File: src/rtl/ifu_pkg.sv
// Shared definitions for the instruction fetch unit.
//   ResetPC      default first fetch address after reset
//   RstEnable    asserted level of the synchronous reset
//   InstBus      instruction word type
//   IfuStateBus  fetch FSM state type with encodings IfuReq/IfuWait/IfuHold
package ifu_pkg;

  localparam logic [31:0] ResetPC   = 32'h8000_0000;
  localparam logic        RstEnable = 1'b1;

  typedef logic [31:0] InstBus;
  typedef logic [1:0]  IfuStateBus;

  localparam IfuStateBus IfuReq  = 2'd0;
  localparam IfuStateBus IfuWait = 2'd1;
  localparam IfuStateBus IfuHold = 2'd2;

  // Fetch addresses are always word aligned.
  function automatic logic [31:0] align_pc(input logic [31:0] pc);
    return pc & 32'hFFFF_FFFC;
  endfunction

endpackage

File: src/rtl/ifu_pc_reg.sv
// Fetch PC register.
//   clk_i          clock
//   rst_i          synchronous reset, active-high; loads ResetPc
//   redirect_i     load aligned redirect_pc_i (takes priority over incr_i)
//   redirect_pc_i  redirect target, low two bits discarded
//   incr_i         advance by one instruction (+4, modulo 2^32)
//   pc_o           current fetch PC
module ifu_pc_reg
  import ifu_pkg::*;
#(
  parameter logic [31:0] ResetPc = ResetPC
) (
  input  logic        clk_i,
  input  logic        rst_i,
  input  logic        redirect_i,
  input  logic [31:0] redirect_pc_i,
  input  logic        incr_i,
  output logic [31:0] pc_o
);

  logic [31:0] pc_q, pc_d;

  always_comb begin
    pc_d = pc_q;
    if (redirect_i) begin
      pc_d = align_pc(redirect_pc_i);
    end else if (incr_i) begin
      pc_d = pc_q + 32'd4;
    end
  end

  always_ff @(posedge clk_i) begin
    if (rst_i == RstEnable) begin
      pc_q <= ResetPc;
    end else begin
      pc_q <= pc_d;
    end
  end

  assign pc_o = pc_q;

endmodule

File: src/rtl/ifu.sv
// Instruction fetch unit: fetches one instruction at a time over a
// request/grant/response memory handshake and hands {inst, pc} to idu over
// valid/ready. A redirect moves the fetch PC and squashes any fetch in flight.
//   clk, rst                          clock, synchronous active-high reset
//   imem_req_o_ifu / imem_addr_o_ifu  fetch request and word address
//   imem_gnt_i_ifu                    request accepted
//   imem_rvalid_i_ifu / imem_rdata_i_ifu  response
//   redirect_i_ifu / redirect_pc_i_ifu    fetch redirect
//   valid_o_ifu / ready_i_ifu         handshake toward idu
//   inst_o_ifu / pc_o_ifu             fetched instruction and its PC
module ifu
  import ifu_pkg::*;
#(
  parameter logic [31:0] RESET_PC = ResetPC
) (
  input  logic        clk,
  input  logic        rst,
  output logic        imem_req_o_ifu,
  output logic [31:0] imem_addr_o_ifu,
  input  logic        imem_gnt_i_ifu,
  input  logic        imem_rvalid_i_ifu,
  input  logic [31:0] imem_rdata_i_ifu,
  input  logic        redirect_i_ifu,
  input  logic [31:0] redirect_pc_i_ifu,
  output logic        valid_o_ifu,
  input  logic        ready_i_ifu,
  output logic [31:0] inst_o_ifu,
  output logic [31:0] pc_o_ifu
);

  IfuStateBus  state_q, state_d;
  logic        drop_q, drop_d;
  logic        valid_q, valid_d;
  InstBus      inst_q, inst_d;
  logic [31:0] pc_q, pc_d;
  // Low for the cycle following reset so every output reads zero there.
  logic        active_q;
  logic        pc_incr;
  logic [31:0] fetch_pc;

  ifu_pc_reg #(
    .ResetPc(RESET_PC)
  ) u_pc_reg (
    .clk_i        (clk),
    .rst_i        (rst),
    .redirect_i   (redirect_i_ifu),
    .redirect_pc_i(redirect_pc_i_ifu),
    .incr_i       (pc_incr),
    .pc_o         (fetch_pc)
  );

  always_comb begin
    state_d = state_q;
    drop_d  = drop_q;
    valid_d = valid_q;
    inst_d  = inst_q;
    pc_d    = pc_q;
    pc_incr = 1'b0;
    if (active_q) begin
      case (state_q)
        IfuReq: begin
          if (imem_gnt_i_ifu) begin
            state_d = IfuWait;
            // Address already on the bus is stale if a redirect lands now.
            drop_d  = redirect_i_ifu;
          end
        end
        IfuWait: begin
          if (imem_rvalid_i_ifu) begin
            if (redirect_i_ifu || drop_q) begin
              state_d = IfuReq;
              drop_d  = 1'b0;
            end else begin
              state_d = IfuHold;
              inst_d  = imem_rdata_i_ifu;
              pc_d    = fetch_pc;
              valid_d = 1'b1;
              pc_incr = 1'b1;
            end
          end else if (redirect_i_ifu) begin
            drop_d = 1'b1;
          end
        end
        IfuHold: begin
          // A redirect voids any handshake in the same cycle.
          if (redirect_i_ifu || ready_i_ifu) begin
            state_d = IfuReq;
            valid_d = 1'b0;
          end
        end
        default: begin
          state_d = IfuReq;
          drop_d  = 1'b0;
          valid_d = 1'b0;
        end
      endcase
    end
  end

  always_ff @(posedge clk) begin
    if (rst == RstEnable) begin
      state_q  <= IfuReq;
      drop_q   <= 1'b0;
      valid_q  <= 1'b0;
      inst_q   <= '0;
      pc_q     <= '0;
      active_q <= 1'b0;
    end else begin
      state_q  <= state_d;
      drop_q   <= drop_d;
      valid_q  <= valid_d;
      inst_q   <= inst_d;
      pc_q     <= pc_d;
      active_q <= 1'b1;
    end
  end

  assign imem_req_o_ifu  = active_q && (state_q == IfuReq);
  assign imem_addr_o_ifu = imem_req_o_ifu ? fetch_pc : 32'h0;
  assign valid_o_ifu     = valid_q;
  assign inst_o_ifu      = inst_q;
  assign pc_o_ifu        = pc_q;

endmodule
File: config.mk
export PLATFORM = sky130hd
export DESIGN_NAME = ifu
export DESIGN_NICKNAME = d
export VERILOG_FILES = /design/src/rtl/ifu_pkg.sv /design/src/rtl/ifu_pc_reg.sv /design/src/rtl/ifu.sv
export SDC_FILE = /design/constraint.sdc
export NUM_CORES = 1
export LEC_CHECK = 0
export ABC_AREA = 1
export BUFFER_PORTS_ARGS = -buffer_cell sky130_fd_sc_hd__buf_2
export CAP_MARGIN = 25
export CORE_MARGIN = 4
export CORE_UTILIZATION = 46
export DETAILED_ROUTE_END_ITERATION = 7
export PLACE_DENSITY_LB_ADDON = 0.12
export REMOVE_ABC_BUFFERS = 1
export SLEW_MARGIN = 40
export SYNTH_ARGS = -nofsm -noshare
export SYNTH_HDL_FRONTEND = slang
export SYNTH_HIERARCHICAL = 1
export SYNTH_SLANG_ARGS = --single-unit
export TNS_END_PERCENT = 100
File: constraint.sdc
create_clock -name clk -period 1.98 [get_ports clk]
set_clock_uncertainty 0.1 [all_clocks]
set_input_delay 0.495 -clock clk [delete_from_list [all_inputs] [get_ports clk]]
set_output_delay 0.495 -clock clk [all_outputs]
set_load 0.01 [all_outputs]
# After elaboration in Yosys (flattened, before gate mapping)
# Cells that the tools add are included.
[word_totals]
latch_bits = 0
regBits = 101
mem_bits_rw = 0
elab_cells = 52
mem_count = 0
rom_bits = 0
[op_classes]
n_shift = 0
n_addsub = 1
div = 0
n_eq_ne = 8
mul = 0
mux = 22
order_cmp = 0
bitwise = 3
n_reduce_logical = 10
[ops]
columns = ["op", "n"]
rows = [
  ["$mux W32", 3],
  ["$add A32 B3 Y32 const B", 1],
  ["$mux W1", 12],
  ["$reduce_and A5 Y1", 2],
  ["$mux W2", 4],
  ["$ne A2 B2 Y1 const B", 4],
  ["$reduce_and A4 Y1", 2],
  ["$ne A3 B3 Y1 const B", 2],
  ["$pmux W1 S3", 2],
  ["$pmux W2 S3", 1],
  ["$not A1 Y1", 3],
  ["$eq A2 B1 Y1 const B", 1],
  ["$eq A2 B2 Y1 const B", 1],
  ["$logic_not A2 Y1", 1],
  ["$logic_or A1 B1 Y1", 2],
  ["$reduce_bool A2 Y1", 1],
  ["$reduce_or A2 Y1", 1],
  ["$logic_and A1 B1 Y1", 1],
]

# Depth between registers and ports, before layout
[logic_depth]
word_depth = 7
depth_mapped = 12
depth_no_buf = 11

# Modules after synthesis
# The synthesis kept the hierarchy.
[by_module_without_submodules]
columns = ["mod", "instances", "area_each_um2", "cells_each", "seq_area_each_um2"]
rows = [
  ["ifu", 1, 2830.2, 397, 1381.3],
  ["ifu_pc_reg", 1, 2037.0, 319, 600.6],
]

# Least setup slack after synthesis
# No wires, ideal clock.
[synth_timing]
path_type = "in2reg"
from = "in redirect_i_ifu"
to = "reg u_pc_reg.pc_q[22], in the netlist u_pc_reg/pc_o[22]"
setup_slack_ns = 0.005
setup_ns = 0.070
path_buffers = 2
cell_stages = 11
arrival_ns = 1.805
path_cell_list = "nor2_2 -> nand2_1 -> nor2_4 -> nand2_2 -> inv_2 -> buf_2 -> inv_1 -> nor2_4 -> buf_1 -> nand3_1 -> a21oi_1"
[synth_between]
elab_chain_len = 6
elab_cells_between_ends = 7
classes_between = "mux (5); reduce/logical (2)"
[synth_rtl]
columns = ["item", "line", "text"]
rows = [
  ["start: declaration", "ifu.sv:23", "input logic redirect_i_ifu,"],
  ["$logic_or A1 B1 Y1", "ifu.sv:70", "if (redirect_i_ifu || drop_q) begin"],
  ["$mux W1", "ifu.sv:70", ""],
  ["$mux W1", "ifu.sv:69", "if (imem_rvalid_i_ifu) begin"],
  ["$mux W1", "ifu.sv:60", "case (state_q)"],
  ["$mux W1", "ifu.sv:59", "if (active_q) begin"],
  ["net pc_incr", "ifu.sv:38", "logic pc_incr;"],
  ["$reduce_bool A2 Y1 (no line)", "-", ""],
  ["end signal: assignment", "ifu_pc_reg.sv:34", "pc_q <= ResetPc;"],
  ["end signal: assignment", "ifu_pc_reg.sv:36", "pc_q <= pc_d;"],
  ["end: declaration", "ifu_pc_reg.sv:21", "logic [31:0] pc_q, pc_d;"],
]
# The timed path passes the listed nets, and every way through them passes these cells.
# A chain may end at the register's enable or synchronous reset.

# Worst setup path in the final report
[layout_timing]
from = "reg state_q[1]"
to = "out imem_addr_o_ifu[8]"
[layout_between]
elab_chain_len = 3
[layout_rtl]
columns = ["item", "line", "text"]
rows = [
  ["start: declaration", "ifu.sv:31", "IfuStateBus state_q, state_d;"],
  ["start signal: assignment", "ifu.sv:102", "state_q <= IfuReq;"],
  ["start signal: assignment", "ifu.sv:109", "state_q <= state_d;"],
  ["$logic_not A2 Y1", "ifu.sv:118", "assign imem_req_o_ifu = active_q && (state_q == IfuReq);"],
  ["$logic_and A1 B1 Y1", "ifu.sv:118", ""],
  ["$mux W32", "ifu.sv:119", "assign imem_addr_o_ifu = imem_req_o_ifu ? fetch_pc : 32'h0;"],
  ["end: declaration", "ifu.sv:19", "output logic [31:0] imem_addr_o_ifu,"],
]
# Every way passes these cells.

==> results.md <==
Run status:
- The run finished with clean final reports.

Clock tree:
- The clock latency on the worst-skew pair is ~0.37 ns.
- The clock tree root driver cell is clkbuf_8.
- Buffers inserted during clock tree synthesis total 9.
- TritonCTS built the clock tree.
- The clock net sink count is ~100.
- The depth of the CTS H-tree is 3.
- Clock-pin slew was measured on the worst setup and hold paths at about 0.090 ns.
- The buffer depth of the longest clock path is 2.
- Hold repair after CTS inserted 0 buffers.

Drt:
- Across all layers, the routed design uses about 5000 vias.
- The post-detailed-route DRC marker count is 0.
- The average vias per placed instance is just under 5.
- The detailed router finished its first iteration with 357 violations.
- Detailed routing placed a total of around 840 um of wire on met3.
- Signal routing reaches up to met4.
- The final routed wirelength across all metal layers is about 13000 um.
- The wire length on met2 is roughly 6200 um.
- The detail route stage leaves a number of antenna-violating nets equal to 0.
- The length of the first detailed-routing pass in iterations is 5.
- The post-route met1 wirelength is ~6000 um.
- The average wire per cell in the routed design is 13.2 um.

Layout:
- From synthesis to final layout, the design area changed by 28.0%.
- The number of antenna diodes in the final layout is 0.
- The end-of-flow core utilization is 60.4%.
- The layout net count is 949.
- The area of all sequential standard cells is between 1500 and 2000 um2.
- Cells with a size suffix above 1 make up roughly 28% of the layout.
- The area used by multi-input combinational logic is 2480 um2.
- The fill cell total of the finished layout is ~1000.
- The finished layout holds just over 1000 standard cells, fillers aside.

Pwr:
- For this design the total switching power over the nets is roughly 0.0011 W.
- The internal portion of the total power is between 0.002 and 0.003 W.
- The clock power share is around a third.
- For this design the static power due to leakage is between 2 and 3 nW.
- Sequential cells burn a little over half of the power.
- IR analysis of the VDD net gives a maximum drop of 0.399 mV.
- In this run the power density over the cells is 654 nW/um2.
- The net switching fraction of the power is 26.8%.
- The combinational cell fraction of total power is between 10 and 15%.
- The final total power is 0.00408 W.

Worst setup path:
- The kind of critical path is register to output pin.
- The cell type of the slowest stage on the worst timing path is dfxtp_4.
- The count of buffering cells on the critical path with inverters included is 2.
- The count of cells along the worst register-to-register path is 13.
- The reg-to-reg setup timing slack is approximately 0.16 ns.
- The data arrival time of the critical path is roughly 1.4 ns.
- STA puts the critical path data required time at ~1.4 ns.
- STA classifies the critical path startpoint as a register.
- The biggest fanout along the worst timing path is 9.
- STA classifies the critical path endpoint as an output pin.
- Traced cell by cell, the critical path runs through nor2_4, nand2_4, buf_12, nor2_1, buf_2.
- The critical path runs through a total of 5 cells.
- The worst setup path startpoint is state_q[1].
- The capturing point of the worst reg2reg path is u_pc_reg/pc_o[2].
- The delay contributed by the slowest stage of the critical path is approximately 0.36 ns.
- The start of the worst register-to-register path is state_q[1].
- Broken down by cell family, the worst path's largest delay share belongs to flip-flops.

Timing:
- The number of endpoints with negative hold slack in the final report is 0.
- Subtracting the final worst setup slack from the clock period gives slightly below 2 ns.
- The final critical path takes up just under 100% of the cycle.
- Across all setup checks in the final design, the least slack found is ~0.015 ns.
- Headroom to the max-slew limit came out at 55.1%.
- Setup repair after global routing could not meet its margin everywhere.
- The number of max-slew violations in the final report is 0.
- Setup violations remaining at the end of the flow were counted as 0.
- Timing would allow up to 509 MHz.
- Setup total negative slack on the finished layout was measured at 0 ns.
- For the pin with the worst max-slew slack, the measured transition is 0.673 ns.

Min path:
- The worst hold path belongs to the class input port to register.
- The worst hold path terminates at inst_o_ifu[31].
- In this run the most critical hold path is launched from imem_rdata_i_ifu[31].
- The worst hold path was traced through 3 stages.

Synth:
- The fraction of registers with async set or reset after synthesis is 0%.
- The most used flip-flop cell after synthesis is dfxtp_1.
- Yosys printed 6 warnings.
- The cell area that synthesis handed to floorplanning was between 4000 and 5000 um2.
- A synthesized cell averages between 6 and 7 um2.
- The share of the Yosys chip area taken by registers is 40.7%.
- The top cell type's share of synthesized area is between 40% and 50%.
- Yosys mapped a number of flops with a built-in enable equal to 0.
- After synthesis the netlist holds a flip-flop and latch count of about 100.
- The gate count of the mapped netlist is around 700.
- The netlist uses 30 different library cells.
- dfxtp_1 takes more of the synthesized area than any other cell.
- In the post-synthesis netlist, the biggest area contributors are dfxtp_1, nor2_1, nand2_1, inv_1, o21ai_1.

Placed design:
- The HPWL after detailed placement is slightly below 10000 um.
- OpenSTA, run right after detailed placement, puts the worst setup slack at -0.104 ns.
- The number of buffers added on ports is between 150 and 200.
- The number of cells in the design after placement is 1000.
- The final estimated routing congestion in global placement is 0.947.

Die:
- The die width is about 110 um.
- The number of ports placed on the die boundary is 168.
- The die is around 110 um tall.
- The initial core utilization is a little under half.
- The row count is 37.
- The placeable core area is 10300 um2.
- The die covers between 10000 and 15000 um2.

Global routing:
- Global routing consumed, over all layers together, a little over a fifth of the routing resources.
- The first global-routing pass estimated between 20000 and 25000 um of wire.
- The total overflow left after global routing is 0.
- The number of global-route vias before repair is ~4800.
- The number of antenna violations at the first check in global routing came to 0.
- Entering global routing, the biggest net connects 66 pins.

Job:
- Across the run, the number of max-cap violations was 0.
how the worst max path moves through the flow:
stage,slack [ns],to
5_1_grt,-0.07,imem_addr_o_ifu[26]
4_1_cts,-0.08,imem_addr_o_ifu[10]
2_1_floorplan,-1.35,u_pc_reg/pc_o[2]
3_3_place_gp,-0.1,u_pc_reg/pc_o[2]
6_report,0.01,imem_addr_o_ifu[8]
3_5_place_dp,-0.10,u_pc_reg/pc_o[2]
kinds of logic after synthesis:
family | share of synthesized area (%)
other | 0.0770
xor gates and xnor gates | 2.16
buffers and inverters | 10.6
AOI/OAI and AO/OA | 14.6
DFF | 40.7
adders and majority gates | 0.257
and+or+nand+nor | 31.5
cell usage after synthesis (2+ instances only):
library cell / n
nand2_2: 8
nor2_1: 210
nor2_4: 9
nand2_1: 113
clkbuf_1: 17
a21oi_1: 25
dfxtp_1: 99
buf_4: 2
nand3_1: 25
xor2_1: 5
o21ai_0: 29
nand3b_1: 2
inv_2: 2
o21bai_1: 4
buf_6: 6
xnor2_1: 7
inv_1: 64
o21ai_1: 40
nor2_2: 4
a31oi_1: 6
buf_2: 6
a22oi_1: 20
buf_8: 6
layout by cell type, fill, tap and decap left out, types with 8 or more instances in the layout:
cell / n
nor2_1: 194
buf_2: 154
nand2_1: 112
dfxtp_1: 97
inv_1: 62
o21ai_1: 41
o21ai_0: 28
nand3_1: 25
a21oi_1: 24
nor2_4: 20
a22oi_1: 20
buf_4: 17
buf_6: 12
clkbuf_8: 11
nor2_2: 9
nand2_2: 8
tightest hold or removal path, delay by kind of cell:
family	cells	cell delay (ns)
buffers and inverters	1	0.08
AND/OR/NAND/NOR	1	0.07
AO/OA/AOI/OAI	1	0.06
registers in the layout, summed over array words and instances, names as in the netlist:
signal	cells
valid_o_ifu	1
inst_o_ifu	32
pc_o_ifu	32
active_q	1
u_pc_reg/pc_o	30
drop_q	1
state_q	2
final cells by class:
class                   instances  area share [%]
multi-input cells             514            39.8
flip-flops and latches         99            31.9
repair buffers                188            18.3
inverters                      66            3.98
well taps                     136            2.73
clock buffers                  13            2.55
clock inverters                 3           0.743
repair_timing:
action                                  4_1_cts  5_1_grt
setup buffers                                 2        1
gates resized for setup                      13       45
pin swaps                                     1        5
gates cloned                                  2        0
endpoints found under the setup margin       31       48
through the flow:
step | hold slack, ns | instance area, um2
5_1_grt | 0.262 | 6230
4_1_cts | 0.244 | 6080
3_5_place_dp | 0.368 | 5770
3_3_place_gp | 0.358 | 5770
2_1_floorplan | 0.372 | 4600
6_report | 0.270 | 6230
power by group through the flow:
| stage | clock network [W] | logic [W] | registers [W] |
|---|---|---|---|
| 6_report | 0.00135 | 0.000590 | 0.00213 |
| 5_1_grt | 0.00147 | 0.000657 | 0.00215 |
| 3_3_place_gp | 0 | 0.000508 | 0.00218 |
| 3_5_place_dp | 0 | 0.000516 | 0.00218 |
| 2_1_floorplan | 0 | 0.000262 | 0.00218 |
| 4_1_cts | 0.00141 | 0.000566 | 0.00214 |
per-layer routing:
| metal | up-vias | track usage (%) |
|---|---|---|
| li1 | 2573 | - |
| met1 | 2249 | 27.0 |
| met2 | 178 | 36.7 |
| met3 | 23 | 3.93 |
| met4 | 0 | 8.46 |
| met5 | - | 0 |
Note: power is estimated with default switching activity, not from simulation.
